$ cat config.mk
export PLATFORM = sky130hd
export DESIGN_NAME = mem_stage_flat
export DESIGN_NICKNAME = d
export VERILOG_FILES = /design/src/rtl/mem_stage_if.sv /design/src/rtl/mem_stage.sv /design/src/flat_wrapper.sv
export SDC_FILE = /design/constraint.sdc
export NUM_CORES = 1
export LEC_CHECK = 0
export CORE_AREA = 2 2 99 101
export CTS_CLUSTER_DIAMETER = 200
export CTS_CLUSTER_SIZE = 10
export DETAILED_ROUTE_END_ITERATION = 12
export DIE_AREA = 0 0 101 103
export GPL_ROUTABILITY_DRIVEN = 0
export PLACE_DENSITY_LB_ADDON = 0.05
export SLEW_MARGIN = 25
export SYNTH_ARGS = -nofsm -noshare
export SYNTH_HDL_FRONTEND = slang
export SYNTH_SLANG_ARGS = --single-unit
$ cat constraint.sdc
create_clock -name clock -period 4.7 [get_ports clock]
set_clock_uncertainty 0.15 [all_clocks]
set_input_delay 0.47 -clock clock [delete_from_list [all_inputs] [get_ports clock]]
set_output_delay 0.47 -clock clock [all_outputs]
set_load 0.005 [all_outputs]
$ cat src/rtl/mem_stage_if.sv
// Data-memory port of the memory-access stage: a registered request held stable
// until a one-cycle ack pulse completes it.
interface mem_stage_if;
  logic        dmem_req;
  logic        dmem_we;
  logic [15:0] dmem_addr;
  logic [15:0] dmem_wdata;
  logic        dmem_ack;
  logic [15:0] dmem_rdata;

  modport master (
    output dmem_req, dmem_we, dmem_addr, dmem_wdata,
    input  dmem_ack, dmem_rdata
  );

  modport slave (
    input  dmem_req, dmem_we, dmem_addr, dmem_wdata,
    output dmem_ack, dmem_rdata
  );
endinterface

$ cat src/rtl/mem_stage.sv
// Memory-access stage of the 16-bit five-stage pipeline: decodes EX/MEM, runs
// loads/stores over a req/ack port with timeout, and registers MEM/WB.
module mem_stage #(
  parameter int TIMEOUT = 16
) (
  input  logic        clock,
  input  logic        reset,
  input  logic [37:0] ex_mem_bus,
  output logic        stall,
  mem_stage_if.master dmem,
  output logic        wb_en,
  output logic [2:0]  wb_dest,
  output logic [15:0] wb_data,
  output logic        mem_error,
  output logic [15:0] stall_count
);

  localparam logic [7:0] TO_LAST = 8'(TIMEOUT - 1);

  typedef enum logic {IDLE, WAIT} state_t;

  state_t      state, state_n;
  logic [7:0]  wait_cnt;
  logic        timeout_hit;
  logic        ack_vld;

  logic [15:0] alu_result_p0;
  logic        is_store_p0, is_load_p0, is_mem_p0;
  logic        wbe_p1, load_p1;
  logic [2:0]  dest_p1;

  function automatic logic [15:0] sat_inc(input logic [15:0] v);
    return (v == 16'hFFFF) ? v : v + 16'd1;
  endfunction

  assign alu_result_p0 = ex_mem_bus[37:22];
  assign is_store_p0   = ex_mem_bus[21];
  assign is_load_p0    = ex_mem_bus[4] & ex_mem_bus[0] & ~ex_mem_bus[21];
  assign is_mem_p0     = is_store_p0 | is_load_p0;
  assign ack_vld       = dmem.dmem_ack & dmem.dmem_req;

  always_ff @(posedge clock) begin
    if (reset) state <= IDLE;
    else       state <= state_n;
  end

  always_comb begin
    state_n     = state;
    stall       = 1'b0;
    timeout_hit = 1'b0;
    case (state)
      IDLE: begin
        if (is_mem_p0) begin
          stall   = 1'b1;
          state_n = WAIT;
        end
      end
      WAIT: begin
        timeout_hit = (wait_cnt == TO_LAST) & ~ack_vld;
        stall       = ~(ack_vld | timeout_hit);
        if (ack_vld | timeout_hit) state_n = IDLE;
      end
      default: state_n = IDLE;
    endcase
  end

  // Decode -> request / write-back boundary
  always_ff @(posedge clock) begin
    if (reset) begin
      dmem.dmem_req   <= 1'b0;
      dmem.dmem_we    <= 1'b0;
      dmem.dmem_addr  <= 16'd0;
      dmem.dmem_wdata <= 16'd0;
      wb_en           <= 1'b0;
      wb_dest         <= 3'd0;
      wb_data         <= 16'd0;
      mem_error       <= 1'b0;
      wait_cnt        <= 8'd0;
    end else begin
      case (state)
        IDLE: begin
          if (is_mem_p0) begin
            dmem.dmem_req   <= 1'b1;
            dmem.dmem_we    <= is_store_p0;
            dmem.dmem_addr  <= alu_result_p0;
            dmem.dmem_wdata <= ex_mem_bus[20:5];
            wait_cnt        <= 8'd0;
            wb_en           <= 1'b0;
            wb_dest         <= 3'd0;
            wb_data         <= 16'd0;
          end else begin
            wb_en   <= ex_mem_bus[4];
            wb_dest <= ex_mem_bus[3:1];
            wb_data <= alu_result_p0;
          end
        end
        WAIT: begin
          if (ack_vld) begin
            dmem.dmem_req <= 1'b0;
            wb_dest       <= dest_p1;
            if (load_p1) begin
              wb_en   <= 1'b1;
              wb_data <= dmem.dmem_rdata;
            end else begin
              // the held address is the store's alu_result
              wb_en   <= wbe_p1;
              wb_data <= dmem.dmem_addr;
            end
          end else if (timeout_hit) begin
            dmem.dmem_req <= 1'b0;
            mem_error     <= 1'b1;
            wb_en         <= 1'b0;
            wb_dest       <= 3'd0;
            wb_data       <= 16'd0;
          end else begin
            wait_cnt <= wait_cnt + 8'd1;
          end
        end
        default: ;
      endcase
    end
  end

  always_ff @(posedge clock) begin
    if (state == IDLE && is_mem_p0) begin
      wbe_p1  <= ex_mem_bus[4];
      dest_p1 <= ex_mem_bus[3:1];
      load_p1 <= is_load_p0;
    end
  end

  always_ff @(posedge clock) begin
    if (reset)      stall_count <= 16'd0;
    else if (stall) stall_count <= sat_inc(stall_count);
  end

endmodule
$ cat src/flat_wrapper.sv
// flat-port wrapper written by rule: the top's interface ports become plain ports
module mem_stage_flat 
#(
  parameter int TIMEOUT = 16
)
  (clock, reset, ex_mem_bus, stall, wb_en, wb_dest, wb_data, mem_error, stall_count, dmem_dmem_req, dmem_dmem_we, dmem_dmem_addr, dmem_dmem_wdata, dmem_dmem_ack, dmem_dmem_rdata);
  mem_stage_if dmem_i ();
  input  logic clock;
  input  logic reset;
  input  logic [37:0] ex_mem_bus;
  output logic stall;
  output logic wb_en;
  output logic [2:0] wb_dest;
  output logic [15:0] wb_data;
  output logic mem_error;
  output logic [15:0] stall_count;
  output wire logic [$bits(dmem_i.dmem_req)-1:0] dmem_dmem_req;
  output wire logic [$bits(dmem_i.dmem_we)-1:0] dmem_dmem_we;
  output wire logic [$bits(dmem_i.dmem_addr)-1:0] dmem_dmem_addr;
  output wire logic [$bits(dmem_i.dmem_wdata)-1:0] dmem_dmem_wdata;
  input wire logic [$bits(dmem_i.dmem_ack)-1:0] dmem_dmem_ack;
  input wire logic [$bits(dmem_i.dmem_rdata)-1:0] dmem_dmem_rdata;
  assign dmem_dmem_req = dmem_i.dmem_req;
  assign dmem_dmem_we = dmem_i.dmem_we;
  assign dmem_dmem_addr = dmem_i.dmem_addr;
  assign dmem_dmem_wdata = dmem_i.dmem_wdata;
  assign dmem_i.dmem_ack = dmem_dmem_ack;
  assign dmem_i.dmem_rdata = dmem_dmem_rdata;
  mem_stage #(.TIMEOUT(TIMEOUT)) u_core (.clock(clock), .reset(reset), .ex_mem_bus(ex_mem_bus), .stall(stall), .dmem(dmem_i), .wb_en(wb_en), .wb_dest(wb_dest), .wb_data(wb_data), .mem_error(mem_error), .stall_count(stall_count));
endmodule
==> flow_metrics.tcl, run 1 <==
set metrics [dict create \
    fmax_mhz 340 \
    grt_usage_pct 17.7 \
    path_cells "clkdlybuf4s50_1, a21bo_2, a21oi_2, buf_4, nor2_1, inv_1, clkdlybuf4s50_1" \
    cts_resized 0 \
    synth_top_family_by_area "simple AND/OR/NAND/NOR gates" \
    synth.net_count 458 \
    netlist_instances 399 \
    cts.reportedPaths.clkPinSlew_ns 0.08 \
    synth_mux_area_share_pct 5.86 \
    numCtsBuffers 9 \
    vias 3298 \
    drt-wirelength-per-cell_um 15.0 \
    synth-seq-cells 85 \
    antenna_left 0 \
    worst_setup_path_end_kind "output port" \
    syn_avg_cell_area_sq_um 9.10 \
    hold_path.class "reg -> reg" \
    wirelength_um 9520 \
    cts.hold.buffers_added 0 \
    synth_compound_area_share_pct 18.7 \
    clk_latency_ns 0.34 \
    final_cell_mix "clkdlybuf4s50_1, nand2_1, dfxtp_1" \
    grt_start_max_net_pins 51 \
    fin_crit_ns 2.94 \
    first_global_vias 3062 \
    synthAdderAreaFrac_pct 0.689 \
    synthXorXnorAreaFrac_pct 3.14 \
    num_io_pins 129 \
    power_leakage_nw 1.83 \
    htree_num_levels 3 \
    p_sw_w 0.000407 \
    hpwl_um 6190 \
    die_w_um 101 \
    power_density_nw_per_um2 301 \
    synth_ff_type "dfxtp_1" \
    finalNetCount 573 \
    die_h_um 103 \
    antenna_found_initial 0 \
    yosys-top-cells-area "dfxtp_1, nand2_1, a21oi_1, mux2_2, a222oi_1" \
    final_common_cell "clkdlybuf4s50_1" \
    hold_viol 0 \
    timing.final.crit_share_pct 62.6 \
    peakVddDrop_mv 0.153 \
    postSynth.asyncResetShare_pct 0 \
    cts_setup_buffers 0 \
    final-seq-area_sq_um 1750 \
    diodes 0 \
    yosysSeqAreaShare_pct 48.3 \
    critPathLaunchType "primary input" \
    setup_viol 0 \
    slowest_stage "clkdlybuf4s50_1" \
    required_ns 4.08 \
    multiInputGateArea_sq_um 1730 \
    critPathKind "in -> out" \
    drt_iter0_markers 150 \
    critPathMaxStageDelay_ns 0.50 \
    route.detailed.drc 0 \
    synth_edf_count 5 \
    start_util_pct 38.4 \
    cts_tree "done" \
    tns_ns 0 \
    viasPerCell 5.21 \
    cts.path.max_buffers 2 \
    grt_overflow 0 \
    finalMaxSlewViolations 0 \
    drive_gt1_share_pct 11.4 \
    core_sq_um 9460 \
    io_buffers 128 \
    synth_top_area_cell "dfxtp_1" \
    power_w 0.00154 \
    p_int_w 0.00114 \
    drv_cap 0 \
    n_fill_cell 909 \
    synth_top_area_share_pct 44.1 \
    synth_area_sq_um 3630 \
    cts_root_buffer "clkbuf_8" \
    rows 36 \
    power_frac_seq_pct 51.6 \
    cp_common_cell "clkdlybuf4s50_1" \
    drt-pass1-iter-count 6 \
    tightest_slew_ns 0.799 \
    p_comb_share_pct 17.8 \
    rsz0062_at_grt "no" \
    clkPwrFrac_pct 30.6 \
    run_status "finished clean" \
    yosys.cell_types.count 43 \
    clock_sink_count 85 \
    synth-simple-area-share_pct 19.2 \
    die_area_sq_um 10400 \
    switching_share_pct 26.4 \
    slew_headroom_pct 46.7 \
    ys_warn_count 0 \
    area_growth_pct 41.3 \
    grt_pass1_wl_um 14600 \
    worstPathMaxFanout 23 \
    worstPathArrival_ns 2.32 \
]
## per-layer routing
| layer | global-route usage [%] | up-vias | part of all wire, % | routed length (um) |
|---|---|---|---|---|
| li1 | - | 1639 | - | - |
| met1 | 22.2 | 1549 | 45 | 4260 |
| met2 | 29.8 | 99 | 47 | 4460 |
| met3 | 4.68 | 11 | 7.3 | 699 |
| met4 | 5.93 | 0 | 1.1 | 101 |
| met5 | 0 | - | 0 | 0 |
## power groups by stage
stage	Sequential [W]	Combinational [W]	Clock [W]
floorplan	0.000809	0.000133	0
detailed placement	0.000815	0.000277	0
global route	0.000803	0.000305	0.000521
global placement	0.000813	0.000275	0
CTS	0.000798	0.000279	0.000491
finish	0.000797	0.000275	0.000472
## sequential cells by signal, summed over array words and instances (netlist names), 3 cells and up
name,cells
u_core.wb_data,16
u_core.dmem.dmem_addr,16
u_core.dmem.dmem_wdata,16
u_core.wb_dest,3
u_core.stall_count,16
u_core.wait_cnt,8
u_core.dest_p1,3
## critical path: cells and delay by family
family	cells	cell delay (ns)
and+or+nand+nor	1	0.14
AOI/OAI and AO/OA	2	0.36
buffers and inverters	4	1.35
## area by class of cell
| cell class | count | share of cell area (%) |
|---|---|---|
| Clock buffer | 12 | 3.03 |
| Sequential cell | 85 | 34.2 |
| Timing Repair Buffer | 133 | 25.6 |
| Clock inverter | 4 | 0.439 |
| Inverter | 3 | 0.220 |
| Multi-Input combinational cell | 282 | 33.8 |
| Tap cell | 114 | 2.78 |
## cells in the mapped netlist (2+ instances only)
| cell type | instances |
|---|---|
| buf_2 | 2 |
| nand2b_1 | 2 |
| or3_1 | 2 |
| o21ai_0 | 4 |
| nor2_1 | 48 |
| a2111oi_2 | 4 |
| nand4_1 | 4 |
| and3_1 | 7 |
| a31o_1 | 2 |
| buf_1 | 5 |
| clkbuf_1 | 19 |
| dfxtp_1 | 80 |
| and4_1 | 5 |
| xnor2_1 | 13 |
| a222oi_1 | 19 |
| edfxtp_1 | 5 |
| nand3_1 | 5 |
| inv_1 | 2 |
| a211oi_2 | 8 |
| nand2_1 | 80 |
| ha_1 | 2 |
| mux2_2 | 17 |
| a21oi_1 | 43 |
| nor3_1 | 2 |
## stage by stage
step	util, %	hold WS, ns	std cells	worst slack (ns)	instance area [sq um]
after CTS	54.2	0.308	633	1.73	5130
after global routing	54.2	0.329	633	1.62	5130
after detailed placement	52.3	0.296	617	1.74	4950
after floorplan	-	0.303	399	2.80	3630
final	54.2	0.307	633	1.76	5130
after global placement	52.3	0.292	617	1.78	4950
## cell families after synthesis
family,Yosys count
buffers and inverters,32
AND/OR/NAND/NOR,161
multiplexers,19
adder cells (fa/ha/maj),2
flip-flops,85
XOR/XNOR,13
AO/OA/AOI/OAI,87
## path summary, 6_finish.rpt
check	end	start	slack (ns)	cells past startpoint
hold reg to reg	u_core.dmem.dmem_wdata[6]	u_core.dmem.dmem_wdata[6]	0.31	2
hold / removal	u_core.dmem.dmem_wdata[6]	u_core.dmem.dmem_wdata[6]	0.31	2
setup reg to reg	u_core.stall_count[11]	u_core.wait_cnt[4]	2.53	5
setup / recovery	stall	dmem_dmem_ack	1.76	7
Power figures use the tool's default switching activity.
==> run 2: changes to the inputs <==
==> constraint.sdc (replaced) <==
create_clock -name clock -period 2.5 [get_ports clock]
set_clock_uncertainty 0.15 [all_clocks]
set_input_delay 0.25 -clock clock [delete_from_list [all_inputs] [get_ports clock]]
set_output_delay 0.25 -clock clock [all_outputs]
set_load 0.005 [all_outputs]
==> run 2 against run 1 <==
Net effect: final cell count grew 0.95%; sequential share of layout area shrank 0.66 points; global-route usage grew 0.93 points; register-to-register slack lost 2.2 ns; power grew 97%; non-clock buffer count grew 6; highest routed layer unchanged; largest power group unchanged; core utilization grew 1.1 points.
==> flow_metrics.tcl, run 2 (synthesis results as in run 1) <==
set metrics [dict create \
    run_status "finished clean" \
    tightest_slew_ns 0.611 \
    wirelength_um 9590 \
    grt_pass1_wl_um 15400 \
    rows 36 \
    drive_gt1_share_pct 13.1 \
    cts.hold.buffers_added 0 \
    worstPathMaxFanout 5 \
    drv_cap 0 \
    first_global_vias 3092 \
    use_met1_pct 24.7 \
    peakVddDrop_mv 0.282 \
    cts.reportedPaths.clkPinSlew_ns 0.09 \
    diodes 0 \
    htree_num_levels 3 \
    p_int_w 0.00224 \
    worst_setup_path_end_kind "output port" \
    top_usage_layer "met2" \
    tns_ns 0 \
    antenna_found_initial 0 \
    clkPwrFrac_pct 33.2 \
    io_buffers 128 \
    num_io_pins 129 \
    power_frac_seq_pct 49.0 \
    cts_tree "done" \
    grt_usage_pct 18.7 \
    die_h_um 103 \
    power_density_nw_per_um2 582 \
    grt_overflow 0 \
    critPathLaunchType "register" \
    grt_start_max_net_pins 43 \
    area_growth_pct 44.1 \
    vias 3315 \
    post-route-util_pct 55.3 \
    finalMaxSlewViolations 0 \
    required_ns 2.10 \
    viasPerCell 5.19 \
    critPathKind "reg -> out" \
    placed_cells 623 \
    p_sw_w 0.000808 \
    instances_no_fill 639 \
    slew_headroom_pct 59.1 \
    rsz0062_at_grt "no" \
    finalNetCount 579 \
    cts.path.max_buffers 2 \
    use_met3_pct 5.29 \
    fmax_mhz 425 \
    timing.final.crit_share_pct 94.1 \
    cts_root_buffer "clkbuf_8" \
    hold_viol 0 \
    power_leakage_nw 1.88 \
    start_util_pct 38.4 \
    gr-usage-met2_pct 29.7 \
    final_cell_mix "clkdlybuf4s50_1, nand2_1, dfxtp_1" \
    whs_ns 0.119 \
    clk_latency_ns 0.35 \
    clock_sink_count 85 \
    antenna_left 0 \
    switching_share_pct 26.5 \
    drt-wirelength-per-cell_um 15.0 \
    p_comb_share_pct 17.8 \
    worstPathArrival_ns 1.95 \
    drt_iter0_markers 116 \
    numCtsBuffers 9 \
    hpwl_um 6350 \
    route.detailed.drc 0 \
    hold_path.class "in -> reg" \
    final_common_cell "clkdlybuf4s50_1" \
    core_sq_um 9460 \
    die_area_sq_um 10400 \
    setup_viol 0 \
    die_w_um 101 \
    fin_crit_ns 2.35 \
    drt-pass1-iter-count 6 \
]
-- run 2: cell count changes in the layout (fill, tap and decap cells not counted), sizes merged --
cell	previous run	this run
buf	6	12
bufinv	0	1
clkbuf	12	10
clkinv	3	2
clkinvlp	1	0
inv	3	6
-- run 2: worst paths after layout --
kind         depth (start not counted)  slack, ns                        end                       from
max                                  6       0.15                      stall         u_core.wait_cnt[0]
min                                  2       0.12     u_core.stall_count[13]                      reset
max reg2reg                          4       0.35     u_core.stall_count[15]         u_core.wait_cnt[7]
min reg2reg                          2       0.31  u_core.dmem.dmem_wdata[1]  u_core.dmem.dmem_wdata[1]
-- run 2: what timing repair did --
item / 4_1_cts / 5_1_grt
endpoints found under the setup margin: 1 / 1
pin swaps: 0 / 1
gates resized for setup: 1 / 3
buffers inserted: 0 / 0
-- run 2: metal layers --
| metal | up-vias | share of wire, % |
|---|---|---|
| li1 | 1651 | - |
| met5 | - | 0 |
| met3 | 4 | 6.5 |
| met4 | 0 | 0.71 |
| met1 | 1556 | 46 |
| met2 | 104 | 47 |
-- run 2: worst max-delay path: stages (launching register included) --
cell and delay, ns:
dfxtp_1 0.34, ha_2 0.21, and3_1 0.21, a21oi_2 0.20, nor2_4 0.06, inv_1 0.08
clkdlybuf4s50_1 0.50
-- run 2: stage by stage --
| step | instance area (sq um) | total power (W) | setup slack [ns] |
|---|---|---|---|
| floorplan | 3630 | 0.00177 | 0.595 |
| detailed placement | 5010 | 0.00207 | 0.195 |
| global placement | 5010 | 0.00206 | 0.205 |
| global route | 5230 | 0.00321 | 0.0399 |
| finish | 5230 | 0.00304 | 0.147 |
| CTS | 5220 | 0.00309 | 0.0340 |
-- run 2: area by class of cell --
cell class / count / area, sq um
fill: 894 / 4230
sequential: 85 / 1750
multi-input combinational: 282 / 1750
timing repair buffer: 139 / 1370
tap: 114 / 143
clock buffer: 10 / 138
clock inverter: 6 / 67.6
inverter: 3 / 11.3
-- run 2: power groups by stage --
stage / registers (W) / logic [W] / clock network, W
after global routing: 0.00150 / 0.000598 / 0.00111
after floorplan: 0.00152 / 0.000249 / 0
after CTS: 0.00149 / 0.000548 / 0.00105
after global placement: 0.00152 / 0.000539 / 0
final: 0.00149 / 0.000542 / 0.00101
after detailed placement: 0.00152 / 0.000544 / 0
==> run 3: changes to the inputs <==
--- a/config.mk
+++ b/config.mk
@@ -7,7 +7,6 @@
 export LEC_CHECK = 0
 export CORE_AREA = 2 2 99 101
 export CTS_CLUSTER_DIAMETER = 200
-export CTS_CLUSTER_SIZE = 10
 export DETAILED_ROUTE_END_ITERATION = 12
 export DIE_AREA = 0 0 101 103
 export GPL_ROUTABILITY_DRIVEN = 0
==> constraint.sdc (replaced) <==
create_clock -name clock -period 2.5 [get_ports clock]
set_clock_uncertainty 0.15 [all_clocks]
set_input_delay 0.75 -clock clock [delete_from_list [all_inputs] [get_ports clock]]
set_output_delay 0.75 -clock clock [all_outputs]
set_load 0.005 [all_outputs]
==> run 3 against run 2 <==
Net effect: non-clock buffer count up 12; setup slack lost 0.11 ns; clock power up 12%; first-iteration DRC count is 14% higher; critical endpoint unchanged; global-route usage up 0.18 points; final cell count grew 1.7%; combinational power is 3.7% higher; power increased by 4.7%.
==> flow_metrics.tcl, run 3 (synthesis results as in run 1) <==
set metrics [dict create \
    run_status "finished clean" \
    multiInputGateArea_sq_um 1750 \
    hold_depth 2 \
    reg2reg_depth 7 \
    grt_usage_pct 18.8 \
    viasPerCell 5.22 \
    area_growth_pct 47.8 \
    slew_headroom_pct 57.2 \
    drt-pass1-iter-count 4 \
    final-seq-area_sq_um 1750 \
    finalMaxSlewViolations 0 \
    first_global_vias 3280 \
    worstPathMaxFanout 2 \
    grt_overflow 0 \
    setup_ws_ns 0.0416 \
    r2r_end "u_core.stall_count[6]" \
    setup_viol 0 \
    die_h_um 103 \
    cts.reportedPaths.clkPinSlew_ns 0.08 \
    power_density_nw_per_um2 594 \
    vias 3394 \
    cts_tree "done" \
    die_w_um 101 \
    critPathLaunchType "primary input" \
    io_buffers 128 \
    rows 36 \
    drt_iter0_markers 132 \
    clk_latency_ns 0.35 \
    worst_setup_path_end_kind "output port" \
    tightest_slew_ns 0.641 \
    finalNetCount 591 \
    final_cell_mix "clkdlybuf4s50_1, nand2_1, dfxtp_1" \
    start_util_pct 38.4 \
    drv_cap 0 \
    timing.final.crit_share_pct 98.3 \
    hold_viol 0 \
    drt-wirelength-per-cell_um 15.2 \
    htree_num_levels 3 \
    critPathKind "in -> out" \
    final_common_cell "clkdlybuf4s50_1" \
    grt_pass1_wl_um 15600 \
    fin_crit_ns 2.46 \
    hpwl_um 6460 \
    dp_slack_ns -0.685 \
    peakVddDrop_mv 0.315 \
    die_area_sq_um 10400 \
    drive_gt1_share_pct 15.1 \
    grt_start_max_net_pins 53 \
    num_io_pins 129 \
    hold_path.class "reg -> reg" \
    diodes 0 \
    power_leakage_nw 1.97 \
    antenna_found_initial 0 \
    core_sq_um 9460 \
    reg2reg_from "u_core.wait_cnt[7]" \
    required_ns 1.60 \
    cts_root_buffer "clkbuf_8" \
    whs_endpoint "u_core.dmem.dmem_wdata[10]" \
    worstPathArrival_ns 1.56 \
    min_from "u_core.dmem.dmem_wdata[10]" \
    numCtsBuffers 9 \
    whs_ns 0.308 \
    antenna_left 0 \
    r2r_slack_ns 0.37 \
    n_fill_cell 886 \
    cts.path.max_buffers 2 \
    fmax_mhz 407 \
    clock_sink_count 85 \
    wirelength_um 9890 \
    route.detailed.drc 0 \
]
[run 3: cell type report]
type | count | share of cell area (%)
Sequential cell | 85 | 32.7
Multi-Input combinational cell | 282 | 32.6
Timing Repair Buffer | 151 | 27.6
Tap cell | 114 | 2.66
Clock buffer | 10 | 2.38
Clock inverter | 5 | 1.87
Inverter | 3 | 0.210
[run 3: critical path: stages]
cell           delay [ns]
dlygate4sd2_1        0.24
a21bo_2              0.22
a21oi_4              0.13
nor2_2               0.05
inv_1                0.06
buf_2                0.11
[run 3: report_power, final]
group	leakage [nW]	internal (W)	switching, W
clock network	0.116	0.000656	0.000479
logic	1.15	0.000311	0.000252
registers	0.703	0.00144	0.0000480
total	1.97	0.00241	0.000779
[run 3: what timing repair did]
item,CTS,global route
setup buffers,1,1
pin swaps,2,3
endpoints found under the setup margin,1,1
hold buffers,0,0
gates resized for setup,11,6
[run 3: per-layer routing]
layer	global-route usage, %	vias up	routed length [um]	part of all wire [%]
li1	-	1684	-	-
met4	4.99	0	66	0.67
met2	32.3	109	4760	48
met1	23.2	1597	4380	44
met5	0	-	0	0
met3	5.69	4	685	6.9
[run 3: through the flow]
stage	area, sq um	util (%)	TNS [ns]	std cells	total power (W)
5_1_grt	5360	56.7	-0.00842	650	0.00334
4_1_cts	5360	56.6	0	649	0.00323
3_3_place_gp	5120	54.1	-6.32	633	0.00208
2_1_floorplan	3630	-	0	399	0.00177
3_5_place_dp	5120	54.1	-6.73	633	0.00209
6_report	5360	56.7	0	650	0.00319
[run 3: worst max path at each step]
stage / start / to / slack [ns] / cells past startpoint
global route: dmem_dmem_ack / stall / -0.008 / 6
global placement: ex_mem_bus[4] / stall / -0.69 / 7
CTS: ex_mem_bus[4] / stall / 0.001 / 7
detailed placement: ex_mem_bus[4] / stall / -0.68 / 7
finish: dmem_dmem_ack / stall / 0.04 / 6
floorplan: ex_mem_bus[4] / stall / 0.09 / 6
